===== src/rtl/sr_shift_unit.sv =====
// Multicycle right shifter (SRL/SRA, optional ROR): one log-shifter stage per clock, MSB stage first.
// Optional feature macro: ROTATE_EN (op=10 rotates right; without it op=10 acts as SRL).
module sr_shift_unit #(
    parameter int WIDTH   = 32,
    parameter int SHAMT_W = 5
) (
    input  logic               clock,
    input  logic               reset,
    input  logic               ctrl_start,
    input  logic [WIDTH-1:0]   data_operand,
    input  logic [SHAMT_W-1:0] shamt,
    input  logic [1:0]         op,
    output logic [WIDTH-1:0]   data_result,
    output logic               data_resultRDY,
    output logic               busy
);
    localparam int K_W = (SHAMT_W > 1) ? $clog2(SHAMT_W) : 1;
    localparam logic [1:0] OP_SRA = 2'b01;
`ifdef ROTATE_EN
    localparam logic [1:0] OP_ROR = 2'b10;
`endif

    typedef enum logic [1:0] {IDLE, SHIFT, DONE} state_t;

    state_t             state_q, state_d;
    logic [WIDTH-1:0]   work_q, work_d;
    logic [WIDTH-1:0]   result_q, result_d;
    logic [SHAMT_W-1:0] shamt_q, shamt_d;
    logic [1:0]         op_q, op_d;
    logic               sign_q, sign_d;
    logic [K_W-1:0]     k_q, k_d;
    logic               rdy_q, rdy_d;
    logic               busy_q, busy_d;

    logic [SHAMT_W:0]   amt;
    logic [WIDTH-1:0]   stage_val;
`ifdef ROTATE_EN
    logic [SHAMT_W:0]   rot_sh;
`endif

    // One stage: shift by 2**k when the matching shamt bit is set, else pass through.
    always_comb begin
        amt       = {{SHAMT_W{1'b0}}, 1'b1} << k_q;
        stage_val = work_q;
`ifdef ROTATE_EN
        rot_sh    = (SHAMT_W+1)'(WIDTH) - amt;
`endif
        if (shamt_q[k_q]) begin
            if (op_q == OP_SRA)
                stage_val = (work_q >> amt) | ({WIDTH{sign_q}} & ~({WIDTH{1'b1}} >> amt));
`ifdef ROTATE_EN
            else if (op_q == OP_ROR)
                stage_val = (work_q >> amt) | (work_q << rot_sh);
`endif
            else
                stage_val = work_q >> amt;
        end
    end

    always_comb begin
        state_d  = state_q;
        work_d   = work_q;
        result_d = result_q;
        shamt_d  = shamt_q;
        op_d     = op_q;
        sign_d   = sign_q;
        k_d      = k_q;
        rdy_d    = 1'b0;
        busy_d   = busy_q;
        case (state_q)
            SHIFT: begin
                work_d   = stage_val;
                result_d = stage_val;
                if (k_q == '0) begin
                    state_d = DONE;
                    rdy_d   = 1'b1;
                    busy_d  = 1'b0;
                end else begin
                    k_d = k_q - 1'b1;
                end
            end
            default: begin
                // IDLE and DONE both accept a new start (DONE allows back-to-back issue).
                busy_d = 1'b0;
                if (ctrl_start) begin
                    state_d = SHIFT;
                    work_d  = data_operand;
                    shamt_d = shamt;
                    op_d    = op;
                    sign_d  = data_operand[WIDTH-1];
                    k_d     = K_W'(SHAMT_W-1);
                    busy_d  = 1'b1;
                end else begin
                    state_d = IDLE;
                end
            end
        endcase
    end

    always_ff @(posedge clock) begin
        if (reset) begin
            state_q  <= IDLE;
            work_q   <= '0;
            result_q <= '0;
            shamt_q  <= '0;
            op_q     <= '0;
            sign_q   <= 1'b0;
            k_q      <= K_W'(SHAMT_W-1);
            rdy_q    <= 1'b0;
            busy_q   <= 1'b0;
        end else begin
            state_q  <= state_d;
            work_q   <= work_d;
            result_q <= result_d;
            shamt_q  <= shamt_d;
            op_q     <= op_d;
            sign_q   <= sign_d;
            k_q      <= k_d;
            rdy_q    <= rdy_d;
            busy_q   <= busy_d;
        end
    end

    assign data_result    = result_q;
    assign data_resultRDY = rdy_q;
    assign busy           = busy_q;
endmodule


===== config.mk =====
export PLATFORM = sky130hd
export DESIGN_NAME = sr_shift_unit
export DESIGN_NICKNAME = d
export VERILOG_FILES = /design/src/rtl/sr_shift_unit.sv
export SDC_FILE = /design/constraint.sdc
export NUM_CORES = 1
export LEC_CHECK = 0
export BUFFER_PORTS_ARGS = -buffer_cell sky130_fd_sc_hd__clkbuf_2
export CORE_ASPECT_RATIO = 0.8
export CORE_MARGIN = 1.5
export CORE_UTILIZATION = 53
export CTS_CLUSTER_DIAMETER = 30
export DETAILED_ROUTE_END_ITERATION = 12
export PLACE_DENSITY = 0.77
export SLEW_MARGIN = 20
export SYNTH_ARGS = -nofsm -noshare
export SYNTH_HDL_FRONTEND = slang
export SYNTH_SLANG_ARGS = --single-unit

===== constraint.sdc =====
create_clock -name clock -period 2.3 [get_ports clock]
set_clock_uncertainty 0.1 [all_clocks]
set_input_delay 0.23 -clock clock [delete_from_list [all_inputs] [get_ports clock]]
set_output_delay 0.23 -clock clock [all_outputs]
set_load 0.01 [all_outputs]

Yosys cells after proc, flatten, opt, wreduce, memory -nomap -nowiden
Index checks and enable logic that the tools add are counted.
- reduce and logical (&&, ||, !) cells: 5
- $add $sub $neg: 1
- bitwise operators: 4
- mux-type cells: 16
- shift-type cells: 3
- equal/unequal tests: 4
- $lt $le $gt $ge: 1
- operators with widths (kind ; count):
    2-to-1 mux 32 bit ; 4
    AND 32 bit ; 1
    inverter 32 bit ; 1
    OR 32 bit ; 1
    right shift 32 x 6 -> 32 bit ; 1
    right shift 32 x 6 -> 32 bit (first input constant) ; 1
    2-to-1 mux 3 bit ; 3
    2-to-1 mux 1 bit ; 6
    << shifter 1 x 3 -> 6 bit (first input constant) ; 1
    equality test 2 x 1 -> 1 bit (second input constant) ; 2
    < comparator 3 x 4 -> 1 bit (second input constant) ; 1
    2-to-1 mux 2 bit ; 2
    != test 2 bit (second input constant) ; 2
    AND reduction 2 bit ; 2
    binary-select mux 1 bit (select 3 bit) ; 1
    logical NOT 3 bit ; 1
    subtractor 3 x 1 -> 3 bit (second input constant) ; 1
    nonzero test 2 bit ; 1
    OR reduction 2 bit ; 1
    inverter 1 bit ; 1
- flip-flop bits (word level): 79
- output and inout port bits: 34
- word-level logic and storage cells: 43

Longest topological paths before layout
- depth in word-level cells: 8
- mapped depth: 12

Worst setup path after synthesis
No wires, ideal clock.
- path type: register to register
- from: reg k_q[0]
- to: reg work_q[17]
- data required time: 2.081 ns
- arrival: 2.301 ns
- cell stages (with the launch flop): 11
- path buffers: 2
- clock period less this slack: 2.520 ns
- path slack: -0.220 ns
- cell sequence: dfxtp_1 -> inv_1 -> ha_1 -> buf_6 -> buf_12 -> mux2i_4 -> nor2_1 -> a221oi_1 -> a21oi_1 -> or3_1 -> o221a_2
- word-level cells in the longest chain between the ends: 8
- elaborated cells between the ends (all ways): 11
- those cells by class: 3 x shift; 5 x mux; 3 x bitwise
- RTL lines (item ; line ; source):
    from (decl) ; 31 ; logic [K_W-1:0] k_q, k_d;
    from (signal assigned) ; 108 ; k_q <= K_W'(SHAMT_W-1);
    from (signal assigned) ; 118 ; k_q <= k_d;
    << shifter 1 x 3 -> 6 bit ; 43 ; amt = {{SHAMT_W{1'b0}}, 1'b1} << k_q;
    right shift 32 x 6 -> 32 bit ; 50 ; stage_val = (work_q >> amt) | ({WIDTH{sign_q}} & ~({WIDTH{1'b1}} >> amt));
    inverter 32 bit ; 50 ;
    AND 32 bit ; 50 ;
    OR 32 bit ; 50 ;
    2-to-1 mux 32 bit ; 49 ; if (op_q == OP_SRA)
    2-to-1 mux 32 bit (*) ; 48 ; if (shamt_q[k_q]) begin
    2-to-1 mux 32 bit (*) ; 70 ; case (state_q)
    to (signal assigned) ; 113 ; work_q <= work_d;
    to (decl) ; 26 ; logic [WIDTH-1:0] work_q, work_d;
Every way passes the cells marked *; elsewhere a longest branch is shown, timed or not. The select of a mux whose other input is x is not followed.
A chain may end at the register's enable or synchronous reset.

Worst setup path after layout
- from: reg k_q[0]
- to: reg work_q[4]
Same word-level chain as after synthesis.

==> summary.md <==
| Metric | Value |
|---|---|
| Largest voltage drop on the vdd net | 438 uV |
| Startpoint of the worst setup timing path | k_q[0] |
| Clock sink count | 78 |
| Power Density | 602 nW/um^2 |
| Worst path setup slack after routing | -285 ps |
| Non-filler instance count after layout | 1142 |
| Worst r2r dst | work_q[4] |
| DRC violations left | 0 |
| Global-route wire length before repair | 43.9 mm |
| Cells along the critical path | inv_4, ha_4, or4b_4, o22ai_1, a211oi_2, buf_4, buf_4, a21oi_2, nand2_2, o221a_2 |
| Share of the synthesized area in compound gates (AO/OA/AOI/OAI) | 32.4% |
| Main combinational cell family by area after synthesis | compound AO/OA/AOI/OAI gates |
| Most common library cell in the layout ignoring fill and taps | sky130_fd_sc_hd__buf_4 |
| Critical path buffers and inverters | 3 |
| Starting Density | 54.4% |
| Via-to-Cell Ratio | 7.36 |
| Post-synth top area cell | sky130_fd_sc_hd__dfxtp_1 |
| Die outline area | 11800 um^2 |
| Worst slack at placement | -403 ps |
| Routed wire length | 32.2 mm |
| RSZ-0062 raised after global routing | yes |
| Top FF cell, synth | sky130_fd_sc_hd__dfxtp_1 |
| Post-DP HPWL | 20.9 mm |
| Highest-count cells in the layout ignoring fill and taps | sky130_fd_sc_hd__buf_4, sky130_fd_sc_hd__nand2_1, sky130_fd_sc_hd__dfxtp_1, sky130_fd_sc_hd__clkbuf_2, sky130_fd_sc_hd__nor2_1 |
| Number of cell rows | 34 |
| Syn nets | 807 |
| Clock Path Buffers | 2 |
| Number of synthesized flops with an enable pin | 0 |
| Clock Latency Late Sink | 360 ps |
| Leakage | 3.82 nW |
| Total number of nets in the final design | 1041 |
| Routability congestion estimate from global placement | 1.12 |
| Chip height | 97.4 um |
| Yosys warns | 0 |
| Horizontal die dimension | 121 um |
| Outcome | finished, violations left |
| TritonCTS clock tree | yes |
| Adder-cell share of the synthesized area | 1.06% |
| Max Transition Viols Final | 0 |
| Total of flip-flops plus latches after synthesis | 78 |
| Final Hold Slack | -0.482 ps |
| Basic-gate share of the synthesized area counting and, or, nand and nor cells | 18.9% |
| Mapped Area | 5900 um^2 |
| Post-synthesis cell count | 760 |
| Worst relative slew slack | 41.2% |
| FFs w/ async S/R, synth | 0% |
| Total I/O pin count | 76 |
| Placeable core region | 10800 um^2 |
| Global route total overflow | 0 |
| Min-Delay Path Class | in2reg |
| Number of cells after detailed placement | 1093 |
| Family of cells with the greatest summed delay on the critical path | compound AO/OA/AOI/OAI gates |
| Vias in the first global route | 7489 |
| Most common cell on crit path | sky130_fd_sc_hd__buf_4 |
| GRT Total Usage | 49.4% |
| Number of buffers inserted during clock tree synthesis | 9 |
| Max Clock Freq | 387 MHz |
| CTS Hold Buffers Added | 0 |
| First-pass iteration count of the detailed router | 7 |
| Final setup viols | 62 |
| Reg-to-reg slack, setup | -280 ps |
| Crit path max-delay cell type | sky130_fd_sc_hd__or4b_4 |
| Fraction of synthesized cell area in xor and xnor cells | 0% |
| Startpoint of the worst-slack reg-to-reg timing path | k_q[0] |
| Fraction of the core area covered by cells at the end of the flow | 86.4% |
| Detailed Route Iter0 Violations | 1849 |
| Share of synthesized area spent on multiplexers | 13.9% |
| Signal arrival time at the worst endpoint | 2730 ps |
| Cell at the root of the clock tree | sky130_fd_sc_hd__clkbuf_16 |
| H-Tree Depth | 3 |
| Largest cells by area after synthesis | sky130_fd_sc_hd__dfxtp_1, sky130_fd_sc_hd__mux2i_1, sky130_fd_sc_hd__a21oi_1, sky130_fd_sc_hd__nand2_1, sky130_fd_sc_hd__o21ai_0 |
| Sequential share of the synthesized area | 26.5% |
| Synthesis-to-layout area growth | 58.8% |
| Transition time at the pin with the least slew margin | 882 ps |
| Crit share post-route | 112% |
| Worst Setup EP | work_q[4] |
| Count of cell instances traversed by the critical path | 10 |
| Final total power | 5.64 mW |
| Vias after detailed routing | 8405 |
| Average wire per standard cell | 28.2 um |
| Yosys cell types | 77 |
| Count of port buffers added during placement | 75 |
| Crit-path max cell delay | 560 ps |
| WS Path Type | reg2reg |
| Depth of the most critical reg-to-reg path | 10 |
| Time the worst path needs with I/O delays and setup | 2580 ps |
| Initial antenna violation count | 0 |
| Portion of synthesized cell area occupied by the leading cell type | 26.5% |
| Capturing element type of the critical path | register |
| Clock transition at the registers of the reported paths | 60 ps |
| Crit start category | register |
| WP data required | 2440 ps |
| Average size of a mapped cell | 7.77 um^2 |
| Reported max-cap violation count | 0 |
| Pin count of the biggest net entering global routing | 35 |
| Failing checks | negative hold slack, negative setup slack |
| Share of final-layout standard cells stronger than drive strength 1 | 49.3% |
| Count of antenna-violating nets left after detailed routing | 0 |
| Final number of hold-violating endpoints | 1 |
| Largest fanout on the critical path | 6 |
| Antenna Diode Count | 0 |
==> sequential cells by signal, indices dropped and copies added, names as in the netlist <==
register and cells:
data_result 32, sign_q 1, work_q 32, data_resultRDY 1, shamt_q 5, state_q 2
op_q 2, k_q 3
==> metal layers <==
layer | up-vias | GRT usage (%) | part of all wire [%] | routed length (um)
li1 | 3335 | - | - | -
met1 | 3860 | 66.2 | 35 | 11400
met2 | 893 | 69.4 | 39 | 12400
met3 | 315 | 21.0 | 18 | 5640
met4 | 2 | 20.7 | 8.4 | 2700
met5 | - | 0 | 0.071 | 23
==> layout make-up <==
type | count | area [um^2]
multi-input cells | 595 | 4960
repair buffers | 298 | 2350
flip-flops and latches | 78 | 1570
fillers | 573 | 1470
clock buffers | 9 | 225
well taps | 144 | 180
inverters | 12 | 50.0
clock inverters | 6 | 40.0
==> stage by stage <==
step	instance area (um^2)	setup TNS [ps]
2_1_floorplan	5950	-0.917
3_3_place_gp	7610	-11340
3_5_place_dp	7620	-13340
4_1_cts	8790	-4170
5_1_grt	9370	-11560
6_report	9370	-9210
==> worst min-delay path by stage <==
| stage | start | to | cells after the start |
|---|---|---|---|
| floorplan | shamt[0] | shamt_q[0] | 2 |
| global placement | data_result[12] | data_result[12] | 2 |
| detailed placement | data_result[8] | data_result[8] | 2 |
| CTS | shamt[4] | shamt_q[4] | 3 |
| global route | shamt[3] | shamt_q[3] | 3 |
| finish | shamt[4] | shamt_q[4] | 3 |
==> logic make-up (layout without fill, tap and decap cells) <==
kind of cell,count (synthesis),in the layout
fa+ha+maj,5,5
flops,78,78
simple gates,238,238
compound gates,286,286
buf+inv,87,325
mux,66,66
==> Yosys cell counts (3+ instances only) <==
cell	n
sky130_fd_sc_hd__nand2_1	85
sky130_fd_sc_hd__dfxtp_1	78
sky130_fd_sc_hd__nor2_1	73
sky130_fd_sc_hd__a21oi_1	70
sky130_fd_sc_hd__o21ai_0	58
sky130_fd_sc_hd__clkbuf_1	41
sky130_fd_sc_hd__mux2i_1	37
sky130_fd_sc_hd__buf_2	20
sky130_fd_sc_hd__o221ai_1	20
sky130_fd_sc_hd__mux2_2	18
sky130_fd_sc_hd__a31oi_1	17
sky130_fd_sc_hd__o22ai_1	15
sky130_fd_sc_hd__nor3_1	14
sky130_fd_sc_hd__nand3_1	12
sky130_fd_sc_hd__inv_1	10
sky130_fd_sc_hd__mux4_2	10
sky130_fd_sc_hd__nor2b_1	10
sky130_fd_sc_hd__nand2b_1	9
sky130_fd_sc_hd__o31ai_1	8
sky130_fd_sc_hd__a21o_1	7
sky130_fd_sc_hd__a211oi_1	6
sky130_fd_sc_hd__a22o_1	6
sky130_fd_sc_hd__a22oi_1	6
sky130_fd_sc_hd__a2bb2oi_1	6
sky130_fd_sc_hd__buf_4	6
sky130_fd_sc_hd__a221oi_1	5
sky130_fd_sc_hd__ha_1	5
sky130_fd_sc_hd__o211ai_1	5
sky130_fd_sc_hd__o21a_1	5
sky130_fd_sc_hd__a211o_1	4
sky130_fd_sc_hd__a21boi_0	4
sky130_fd_sc_hd__a32oi_1	4
sky130_fd_sc_hd__nand4_1	4
sky130_fd_sc_hd__nor4_1	4
sky130_fd_sc_hd__o221a_2	4
sky130_fd_sc_hd__o311ai_0	4
sky130_fd_sc_hd__or3_1	4
sky130_fd_sc_hd__a221o_1	3
sky130_fd_sc_hd__buf_6	3
sky130_fd_sc_hd__nand3b_1	3
sky130_fd_sc_hd__o21ai_1	3
==> tightest hold or removal path: cells and delay by family <==
family	cells	cell delay [ps]
buf+inv	1	80
simple gates	1	40
compound gates	1	50
==> repair_timing <==
| item | 4_1_cts | 5_1_grt |
|---|---|---|
| setup buffers | 20 | 13 |
| endpoints found under the setup margin | 62 | 64 |
| gates resized for setup | 155 | 106 |
| cloned | 2 | 1 |
| pin swaps | 61 | 50 |
==> power breakdown <==
part           leakage [nW]  internal (mW)  switching [mW]
combinational          3.04           1.17            1.42
sequential            0.643           1.47           0.204
clock                 0.131          0.724           0.652
Note: power is estimated with default switching activity, not from simulation.
